File: config.mk
export PLATFORM = sky130hd
export DESIGN_NAME = mii_rx_deframer
export DESIGN_NICKNAME = d
export VERILOG_FILES = /design/src/rtl/mii_pkg.sv /design/src/rtl/mii_crc32_byte.sv /design/src/rtl/mii_rx_deframer.sv
export SDC_FILE = /design/constraint.sdc
export NUM_CORES = 1
export LEC_CHECK = 0
export CAP_MARGIN = 20
export CORE_AREA = 2 2 69 71
export DETAILED_ROUTE_END_ITERATION = 16
export DIE_AREA = 0 0 71 73
export MAX_ROUTING_LAYER = met4
export PLACE_DENSITY_LB_ADDON = 0.2
export SYNTH_ARGS = -nofsm -noshare
export SYNTH_HDL_FRONTEND = slang
export SYNTH_SLANG_ARGS = --single-unit
File: constraint.sdc
create_clock -name phy_rx_clk -period 3.8 [get_ports phy_rx_clk]
set_input_delay 0.95 -clock phy_rx_clk [delete_from_list [all_inputs] [get_ports phy_rx_clk]]
set_output_delay 0.95 -clock phy_rx_clk [all_outputs]
set_load 0.03 [all_outputs]
File: src/rtl/mii_pkg.sv
`default_nettype none
// ============================================================================
// Module   : mii_pkg
// Brief    : Shared state encoding and constants for the MII RX deframer.
// Revision : 1.0 - initial release
// ============================================================================
package mii_pkg;

    typedef enum logic [1:0] {
        IDLE = 2'd0,
        PRE  = 2'd1,
        DATA = 2'd2,
        DROP = 2'd3
    } state_t;

    localparam logic [3:0]  PREAMBLE_NIB = 4'h5;
    localparam logic [3:0]  SFD_NIB      = 4'hD;

    localparam logic [31:0] CRC_POLY     = 32'hEDB88320;
    localparam logic [31:0] CRC_INIT     = 32'hFFFFFFFF;
    localparam logic [31:0] CRC_RESIDUE  = 32'hDEBB20E3;

endpackage
`default_nettype wire

File: src/rtl/mii_crc32_byte.sv
`default_nettype none
// ============================================================================
// Module   : mii_crc32_byte
// Brief    : Combinational reflected CRC-32 update by one byte (LSB first).
// Revision : 1.0 - initial release
// ============================================================================
module mii_crc32_byte
    import mii_pkg::*;
(
    input  logic [31:0] i_crc,
    input  logic [7:0]  i_data,
    output logic [31:0] o_crc
);

    logic [31:0] w_acc;

    always_comb begin
        w_acc = i_crc ^ {24'h000000, i_data};
        for (int b = 0; b < 8; b++) begin
            w_acc = w_acc[0] ? ((w_acc >> 1) ^ CRC_POLY) : (w_acc >> 1);
        end
        o_crc = w_acc;
    end

endmodule
`default_nettype wire

File: src/rtl/mii_rx_deframer.sv
`default_nettype none
// ============================================================================
// Module   : mii_rx_deframer
// Brief    : MII RX nibble deframer - strips preamble/SFD, rebuilds bytes
//            low-nibble-first, marks last byte, length and frame errors.
//            Define MII_RX_FCS_CHECK_EN to add the CRC-32 FCS check.
// Revision : 1.0 - initial release
// ============================================================================
module mii_rx_deframer
    import mii_pkg::*;
#(
    parameter int MAX_FRAME_BYTES = 1522,
    parameter int LEN_W           = 16
)(
    input  logic             phy_rx_clk,
    input  logic             phy_rst,
    input  logic [3:0]       phy_rxd,
    input  logic             phy_rx_dv,
    input  logic             phy_rx_er,
    output logic [7:0]       m_data,
    output logic             m_valid,
    output logic             m_last,
    output logic             m_err,
    output logic [LEN_W-1:0] frame_len,
    output logic             stat_frame_good,
    output logic             stat_frame_bad,
    output logic             stat_preamble_err
);

    localparam logic [LEN_W-1:0] c_max_cnt = LEN_W'(MAX_FRAME_BYTES);

    state_t           r_state, w_state;
    logic             r_dv_prev;
    logic             r_phase, w_phase;
    logic [3:0]       r_low_nib, w_low_nib;
    logic [7:0]       r_hold_data, w_hold_data;
    logic             r_hold_valid, w_hold_valid;
    logic [LEN_W-1:0] r_byte_cnt, w_byte_cnt;
    logic             r_err, w_err;

    logic [7:0]       w_byte;
    logic [7:0]       w_m_data;
    logic             w_m_valid, w_m_last, w_m_err;
    logic [LEN_W-1:0] w_frame_len;
    logic             w_good, w_bad, w_pre_err;
    logic             w_crc_bad;

    assign w_byte = {phy_rxd, r_low_nib};

`ifdef MII_RX_FCS_CHECK_EN
    logic [31:0] r_crc;
    logic [31:0] w_crc_next;

    mii_crc32_byte u_crc (
        .i_crc  (r_crc),
        .i_data (w_byte),
        .o_crc  (w_crc_next)
    );

    // Reseeded in every non-DATA state so each frame starts from CRC_INIT.
    always_ff @(posedge phy_rx_clk) begin
        if (phy_rst || r_state != DATA) begin
            r_crc <= CRC_INIT;
        end else if (phy_rx_dv && r_phase) begin
            r_crc <= w_crc_next;
        end
    end

    assign w_crc_bad = (r_crc != CRC_RESIDUE);
`else
    assign w_crc_bad = 1'b0;
`endif

    always_comb begin
        w_state      = r_state;
        w_phase      = r_phase;
        w_low_nib    = r_low_nib;
        w_hold_data  = r_hold_data;
        w_hold_valid = r_hold_valid;
        w_byte_cnt   = r_byte_cnt;
        w_err        = r_err;
        w_m_data     = 8'h00;
        w_m_valid    = 1'b0;
        w_m_last     = 1'b0;
        w_m_err      = 1'b0;
        w_frame_len  = '0;
        w_good       = 1'b0;
        w_bad        = 1'b0;
        w_pre_err    = 1'b0;

        case (r_state)
            IDLE: begin
                if (phy_rx_dv && !r_dv_prev) begin
                    w_state = PRE;
                end
            end
            PRE: begin
                if (!phy_rx_dv) begin
                    w_state = IDLE;
                end else if (phy_rxd == SFD_NIB) begin
                    w_state      = DATA;
                    w_phase      = 1'b0;
                    w_hold_valid = 1'b0;
                    w_byte_cnt   = '0;
                    w_err        = 1'b0;
                end else if (phy_rxd != PREAMBLE_NIB) begin
                    w_state   = DROP;
                    w_pre_err = 1'b1;
                end
            end
            DATA: begin
                if (!phy_rx_dv) begin
                    // End of frame: the held byte becomes the last one.
                    w_state      = IDLE;
                    w_hold_valid = 1'b0;
                    if (r_hold_valid) begin
                        w_m_data    = r_hold_data;
                        w_m_valid   = 1'b1;
                        w_m_last    = 1'b1;
                        w_m_err     = r_err | r_phase | w_crc_bad;
                        w_frame_len = r_byte_cnt;
                        w_good      = !(r_err | r_phase | w_crc_bad);
                        w_bad       = r_err | r_phase | w_crc_bad;
                    end else begin
                        w_bad = 1'b1;
                    end
                end else begin
                    if (phy_rx_er) begin
                        w_err = 1'b1;
                    end
                    if (!r_phase) begin
                        w_low_nib = phy_rxd;
                        w_phase   = 1'b1;
                    end else begin
                        w_phase = 1'b0;
                        if (r_byte_cnt == c_max_cnt) begin
                            // Oversize: close the frame on the held byte, discard the new one.
                            w_state      = DROP;
                            w_hold_valid = 1'b0;
                            w_m_data     = r_hold_data;
                            w_m_valid    = r_hold_valid;
                            w_m_last     = r_hold_valid;
                            w_m_err      = r_hold_valid;
                            w_frame_len  = r_byte_cnt;
                            w_bad        = 1'b1;
                        end else begin
                            w_m_data     = r_hold_data;
                            w_m_valid    = r_hold_valid;
                            w_hold_data  = w_byte;
                            w_hold_valid = 1'b1;
                            if (r_byte_cnt != '1) begin
                                w_byte_cnt = r_byte_cnt + 1'b1;
                            end
                        end
                    end
                end
            end
            DROP: begin
                if (!phy_rx_dv) begin
                    w_state = IDLE;
                end
            end
            default: w_state = IDLE;
        endcase
    end

    // dv history is tracked through reset so a frame in flight at reset release is never joined.
    always_ff @(posedge phy_rx_clk) begin
        r_dv_prev <= phy_rx_dv;
        if (phy_rst) begin
            r_state           <= IDLE;
            r_phase           <= 1'b0;
            r_low_nib         <= 4'h0;
            r_hold_data       <= 8'h00;
            r_hold_valid      <= 1'b0;
            r_byte_cnt        <= '0;
            r_err             <= 1'b0;
            m_data            <= 8'h00;
            m_valid           <= 1'b0;
            m_last            <= 1'b0;
            m_err             <= 1'b0;
            frame_len         <= '0;
            stat_frame_good   <= 1'b0;
            stat_frame_bad    <= 1'b0;
            stat_preamble_err <= 1'b0;
        end else begin
            r_state           <= w_state;
            r_phase           <= w_phase;
            r_low_nib         <= w_low_nib;
            r_hold_data       <= w_hold_data;
            r_hold_valid      <= w_hold_valid;
            r_byte_cnt        <= w_byte_cnt;
            r_err             <= w_err;
            m_data            <= w_m_data;
            m_valid           <= w_m_valid;
            m_last            <= w_m_last;
            m_err             <= w_m_err;
            frame_len         <= w_frame_len;
            stat_frame_good   <= w_good;
            stat_frame_bad    <= w_bad;
            stat_preamble_err <= w_pre_err;
        end
    end

endmodule
`default_nettype wire
==> results of run 1 <==
report_power, final:
part	internal [mW]	switching (mW)	leakage (nW)
Combinational	0.0132	0.0181	0.468
Clock	0.470	0.256	0.126
Sequential	0.673	0.00266	0.516
Total	1.16	0.276	1.11
layout by cell type (no fill, tap or decap), drive strengths merged, types with 11 or more instances in the layout:
cell and n:
clkbuf 11, a31oi 12, nand2 14, a21oi 14
and2 27, nor2 24, o21ai 14, mux2i 12
dfxtp 64, clkdlybuf4s50 37
cell type report:
cell class / count / area, um2 / share of cell area
sequential: 64 / 1280 / 0.411
multi-input combinational: 176 / 1100 / 0.353
timing repair buffer: 39 / 385 / 0.124
clock buffer: 11 / 151 / 0.0485
clock inverter: 5 / 103 / 0.0329
tap: 54 / 67.6 / 0.0217
inverter: 8 / 30.0 / 0.00963
cell families after synthesis:
family	Yosys count	share of synthesized area
and+or+nand+nor	107	0.246
DFF	64	0.517
muxes	12	0.0485
adders and majority gates	2	0.0101
buffers and inverters	21	0.0379
AOI/OAI and AO/OA	55	0.140
worst max path at each step:
stage                    from              to  cells past startpoint
floorplan           phy_rx_dv   r_byte_cnt[8]                      6
global placement    phy_rx_dv   r_byte_cnt[8]                      6
detailed placement  phy_rx_dv   r_byte_cnt[8]                      6
CTS                 phy_rx_dv  r_byte_cnt[15]                      6
global route        phy_rx_dv   frame_len[11]                      6
finish              phy_rx_dv  r_byte_cnt[15]                      6
registers in the layout, indices dropped and copies added, names as in the netlist:
register / flops
r_low_nib: 4
r_dv_prev: 1
stat_preamble_err: 1
r_hold_data: 8
frame_len: 16
m_data: 8
r_err: 1
stat_frame_bad: 1
m_err: 1
r_hold_valid: 1
r_state: 2
m_valid: 1
m_last: 1
stat_frame_good: 1
r_phase: 1
r_byte_cnt: 16
worst max-delay path, delay by kind of cell:
kind | cells | cell delay [ns]
buf+inv | 2 | 0.88
compound gates | 1 | 0.36
simple gates | 3 | 0.73
per-stage QoR:
stage	hold slack (ns)	power [mW]	utilization	setup slack, ns
after floorplan	0.429	0.707	-	1.41
after global routing	0.479	1.48	0.688	0.889
final	0.460	1.43	0.688	1.11
after CTS	0.465	1.44	0.688	1.14
after detailed placement	0.445	0.721	0.632	0.794
after global placement	0.441	0.721	0.632	0.830
layer usage:
layer	share of wire	wire (um)	up-vias
li1	-	-	1006
met1	0.44	2280	917
met2	0.49	2500	49
met3	0.049	249	9
met4	0.017	88	0
met5	0	0	-
==> results.md, run 1 <==
* Number of setup buffers added after CTS at 0
* Top-area cell type share of the netlist area at 0.517
* Crit share post-route at 0.707
* Hold Path Depth at 1
* Ys flop type: dfxtp_1
* Clk Latency, worst-skew pair at 0.34 ns
* Antenna violations before repair at 0
* GR Util All Layers at 0.227
* Share of cells above drive strength 1 at 0.102
* Crit path required time at 4.03 ns
* Setup tns final at 0 ns
* Vias post-DR at 1,981
* Placed insts at 341
* Critical path launch point type: primary input
* Grt peak-use layer: met2
* Final setup viols at 0
* I/O pin cnt at 38
* Core Region at 4540 um2
* Capturing point of the worst reg2reg path: frame_len[11]
* Post-route insts no fill at 357
* Pre-antenna DRT Iters at 4
* CP endpoint kind: register
* Starting Density at 0.546
* Clk buf depth at 2
* Via-to-Cell Ratio at 5.55
* Global-route wire length before repair at 8760 um
* DIE AREA at 5180 um2
* Remaining antenna violation count at 0
* Vias in the first global route at 1,870
* Mapped Nets at 271
* Post-Route Skew at 0.00858 ns
* Power Density at 459 nW/um2
* Flop-to-flop setup slack at 1.26 ns
* CTS resizes at 0
* HP Class: reg -> reg
* Dominant cells by area after synthesis: dfxtp_1 (52%), and2_1 (6.1%), mux2i_1 (4.9%)
* Die span in y at 73 um
* Clock sinks at 64
* DP HPWL at 3340 um
* Ys async rst share at 0
* Die W at 71 um
* Achievable Freq at 372 MHz
* Slowest cell on crit path: clkdlybuf4s50_1
* Max incr delay on CP at 0.67 ns
* Area leader, netlist: dfxtp_1
* Final Max Tran Viols at 0
* # DRC at 0
* Clk pin slew, worst setup/hold paths at 0.07 ns
* Hold_sp: r_hold_data[0]
* Port bufs at 37
* Period minus WS final at 2.69 ns
* CTS tree: yes
* Crit Path Max Fanout at 11
* Mapped Cells at 261
* Critical path arrival at 2.92 ns
* Yosys Warn Count at 0
* Synth Register Bits at 64
* Synth cell count leaders: dfxtp_1 (64), and2_1 (24), nor2_1 (23), nand2_1 (14), o21ai_0 (14)
* Met1 usage at 0.269
* Met3 Usage GRT at 0.0829
* Worst relative slew slack at 0.441
* # fillers at 355
* GRT overflow at 0
* DP Area at 2870 um2
* Endpoint, Worst Hold: m_data[0]
* RSZ-0062 raised after global routing: false
* Worst Tran Pin Value at 0.833 ns
* Register area share after synthesis at 0.517
* Post-CTS Hold Buffers at 0
* Max-cap violations at 0
* Met2 GRT Util at 0.349
* Placer Congestion at 0.906
* Status: finished, final reports clean
* P&R area growth vs syn at 26.0%
* Leak pwr at 1.11 nW
* Critical R2R Launch: r_byte_cnt[11]
* Crit Path Category: in -> reg
* DRT iter0 DRCs at 131
* Num CTS Buffers at 9
* Synth cell types at 44
* Worst vdd ir at 0.000266 V
* Largest net degree at the start of global routing at 20
* Final wirelength at 5120 um
* Worst Reg-to-Reg Cells at 5
* Clock root buffer: clkbuf_8
* Count leader, synth: dfxtp_1
* Finished layout cell area at 3120 um2
* Synthesized area per cell at 9.49 um2
* Number of diodes at 0
* Rows at 25
* Nets@finish at 308
* DR WL/cell at 14.3 um
* Mapped cell area at 2480 um2
* H-Tree Depth at 3
* Crit path cell chain: clkdlybuf4s50_1 -> inv_1 -> nor2_1 -> nand4_1 -> and2_1 -> a221o_1
* Post-synth EDFFs at 0
* Fin. Hold Viols at 0
No activity file was read; power rests on OpenSTA's default activity.
==> run 2, diff against run 1 <==
--- a/config.mk
+++ b/config.mk
@@ -6,9 +6,9 @@
 export NUM_CORES = 1
 export LEC_CHECK = 0
 export CAP_MARGIN = 20
-export CORE_AREA = 2 2 69 71
+export CORE_AREA = 2 2 72 74
 export DETAILED_ROUTE_END_ITERATION = 16
-export DIE_AREA = 0 0 71 73
+export DIE_AREA = 0 0 74 76
 export MAX_ROUTING_LAYER = met4
 export PLACE_DENSITY_LB_ADDON = 0.2
 export SYNTH_ARGS = -nofsm -noshare
==> constraint.sdc (replaced) <==
create_clock -name phy_rx_clk -period 2.6 [get_ports phy_rx_clk]
set_input_delay 0.65 -clock phy_rx_clk [delete_from_list [all_inputs] [get_ports phy_rx_clk]]
set_output_delay 0.65 -clock phy_rx_clk [all_outputs]
set_load 0.03 [all_outputs]
==> run 2 against run 1 <==
Against the previous run:
- total power increased by 45%
- sequential power increased by 46%
- hold slack barely moved
- global-route usage fell by 1.4 points
- register-to-register slack got worse by 1.0 ns
- clock skew decreased by 0.0017 ns
- critical path type is now reg -> reg
- worst setup slack worse by 0.89 ns
- design area grew 3.5%
- die area grew 8.5%
- combinational power is 62% higher
- clock-buffer cell count unchanged
==> results.md, run 2 (synthesized netlist as in run 1, its figures left out) <==
* Share of cells above drive strength 1 at 0.136 (was 0.102)
* CTS resizes at 0 (unchanged)
* DP HPWL at 3570 um (was 3340 um)
* Number of setup buffers added after CTS at 0 (unchanged)
* Flop-to-flop setup slack at 0.23 ns (was 1.26 ns)
* I/O pin cnt at 38 (unchanged)
* Die W at 74 um (was 71 um)
* Fin. Hold Viols at 0 (unchanged)
* Crit Path Max Fanout at 11 (unchanged)
* Starting Density at 0.504 (was 0.546)
* CP endpoint: r_byte_cnt[8] (was r_byte_cnt[15])
* Commonest non-fill, non-tap cell in the layout: dfxtp_1 (unchanged)
* Clock sinks at 64 (unchanged)
* CP endpoint kind: register (unchanged)
* Power Density at 642 nW/um2 (was 459 nW/um2)
* Final Core Density at 0.657 (was 0.688)
* DR WL/cell at 13.9 um (was 14.3 um)
* DRT iter0 DRCs at 175 (was 131)
* Most frequent cells in the layout: dfxtp_1 (64), clkdlybuf4s50_1 (37), and2_1 (24), nor2_1 (23), buf_4 (15) (was dfxtp_1 (64), clkdlybuf4s50_1 (37), and2_1 (24), nor2_1 (23))
* H-Tree Depth at 3 (unchanged)
* Period minus WS final at 2.37 ns
* Biggest regs: frame_len (16), r_byte_cnt (16) (unchanged)
* DP Area at 2980 um2 (was 2870 um2)
* Port bufs at 37 (unchanged)
* Nets@finish at 321 (was 308)
* Post-CTS Hold Buffers at 0 (unchanged)
* Global-route wire length before repair at 9050 um (was 8760 um)
* RSZ-0062 raised after global routing: false (unchanged)
* Met1 usage at 0.259 (was 0.269)
* Num CTS Buffers at 9 (unchanged)
* Setup tns final at 0 ns (unchanged)
* Worst relative slew slack at 0.639 (was 0.441)
* Met2 GRT Util at 0.322 (was 0.349)
* Final setup viols at 0 (unchanged)
* GR Util All Layers at 0.214 (was 0.227)
* Number of diodes at 0 (unchanged)
* Grt peak-use layer: met2 (unchanged)
* Clock root buffer: clkbuf_8 (unchanged)
* Finished layout cell area at 3230 um2 (was 3120 um2)
* DIE AREA at 5620 um2 (was 5180 um2)
* Status: finished, final reports clean (unchanged)
* Clk Latency, worst-skew pair at 0.34 ns (about the same)
* # fillers at 393 (was 355)
* Antenna violations before repair at 0 (unchanged)
* Final Max Tran Viols at 0 (unchanged)
* P&R area growth vs syn at 30.4% (was 26.0%)
* Clk buf depth at 2 (unchanged)
* Max-cap violations at 0 (unchanged)
* CP startpoint: r_byte_cnt[9] (was phy_rx_dv)
* Final wirelength at 5380 um (was 5120 um)
* Remaining antenna violation count at 0 (unchanged)
* Capturing point of the worst reg2reg path: r_byte_cnt[8] (was frame_len[11])
* Vias in the first global route at 2,001 (was 1,870)
* Core Region at 4910 um2 (was 4540 um2)
* Hold_sp: r_hold_data[2] (was r_hold_data[0])
* Clk pin slew, worst setup/hold paths at 0.07 ns (about the same)
* Crit Path Category: reg -> reg (was in -> reg)
* Vias post-DR at 2,060 (was 1,981)
* Crit path required time at 2.82 ns (was 4.03 ns)
* Worst Tran Pin Value at 0.537 ns (was 0.833 ns)
* Critical path launch point type: register (was primary input)
* Met3 Usage GRT at 0.0582 (was 0.0829)
* Crit share post-route at 0.913
* Placer Congestion at 0.833 (was 0.906)
* Critical R2R Launch: r_byte_cnt[9] (was r_byte_cnt[11])
* Leak pwr at 1.18 nW (was 1.11 nW)
* Hold Path Depth at 1 (unchanged)
* Largest net degree at the start of global routing at 18 (was 20)
* # DRC at 0 (unchanged)
* Die span in y at 76 um (was 73 um)
* HP Class: reg -> reg (unchanged)
* Pre-antenna DRT Iters at 4 (unchanged)
* Worst vdd ir at 0.000503 V (was 0.000266 V)
* Achievable Freq at 421 MHz
* CTS tree: yes (unchanged)
* Critical path arrival at 2.59 ns (was 2.92 ns)
* Via-to-Cell Ratio at 5.34 (was 5.55)
* GRT overflow at 0 (unchanged)
* Worst Reg-to-Reg Cells at 5 (unchanged)
* Post-Route Skew at 0.00683 ns (was 0.00858 ns)
* Rows at 26 (was 25)
## run 2: cell types whose count changed in the layout (fill, tap and decap cells not counted)
cell | before | now
clkbuf_8 | 11 | 10
buf_4 | 2 | 15
clkinv_4 | 0 | 1
clkinvlp_4 | 1 | 0
clkbuf_1 | 0 | 1
## run 2: layer usage
| metal | up-vias | routed length [um] |
|---|---|---|
| met1 | 962 | 2350 |
| met5 | - | 0 |
| met3 | 12 | 256 |
| met4 | 0 | 101 |
| met2 | 59 | 2670 |
| li1 | 1027 | - |
## run 2: cell type report
cell class / instances / area, um2 / area share
Clock buffer: 11 / 141 / 0.0438
Clock inverter: 5 / 104 / 0.0322
Inverter: 8 / 30.0 / 0.00930
Multi-Input combinational cell: 176 / 1100 / 0.341
Sequential cell: 64 / 1280 / 0.397
Tap cell: 70 / 87.6 / 0.0271
Timing Repair Buffer: 52 / 483 / 0.150
## run 2: power breakdown
part / leakage, nW / internal, mW / switching [mW]
Combinational: 0.536 / 0.0225 / 0.0281
Sequential: 0.516 / 0.984 / 0.00440
Clock: 0.124 / 0.663 / 0.372
## run 2: worst min path at each step
| stage | endpoint | slack, ns |
|---|---|---|
| after floorplan | m_data[0] | 0.43 |
| after global placement | m_data[2] | 0.44 |
| after detailed placement | m_data[3] | 0.44 |
| after CTS | m_data[3] | 0.46 |
| after global routing | m_data[3] | 0.48 |
| final | m_data[2] | 0.46 |
## run 2: worst max-delay path: stages (launching register included)
cell and delay, ns:
dfxtp_1 0.36, or4b_1 0.58, or4_4 0.59, and4_4 0.24
and2_2 0.19, a221o_1 0.29
## run 2: stage by stage
stage / hold WS [ns] / worst slack, ns / std cells / power, mW
after CTS: 0.463 / 0.239 / 386 / 2.09
after detailed placement: 0.440 / 0.0254 / 370 / 1.06
after global placement: 0.440 / 0.0968 / 370 / 1.06
final: 0.461 / 0.227 / 386 / 2.07
after floorplan: 0.429 / 0.320 / 261 / 1.03
after global routing: 0.481 / 0.113 / 386 / 2.14
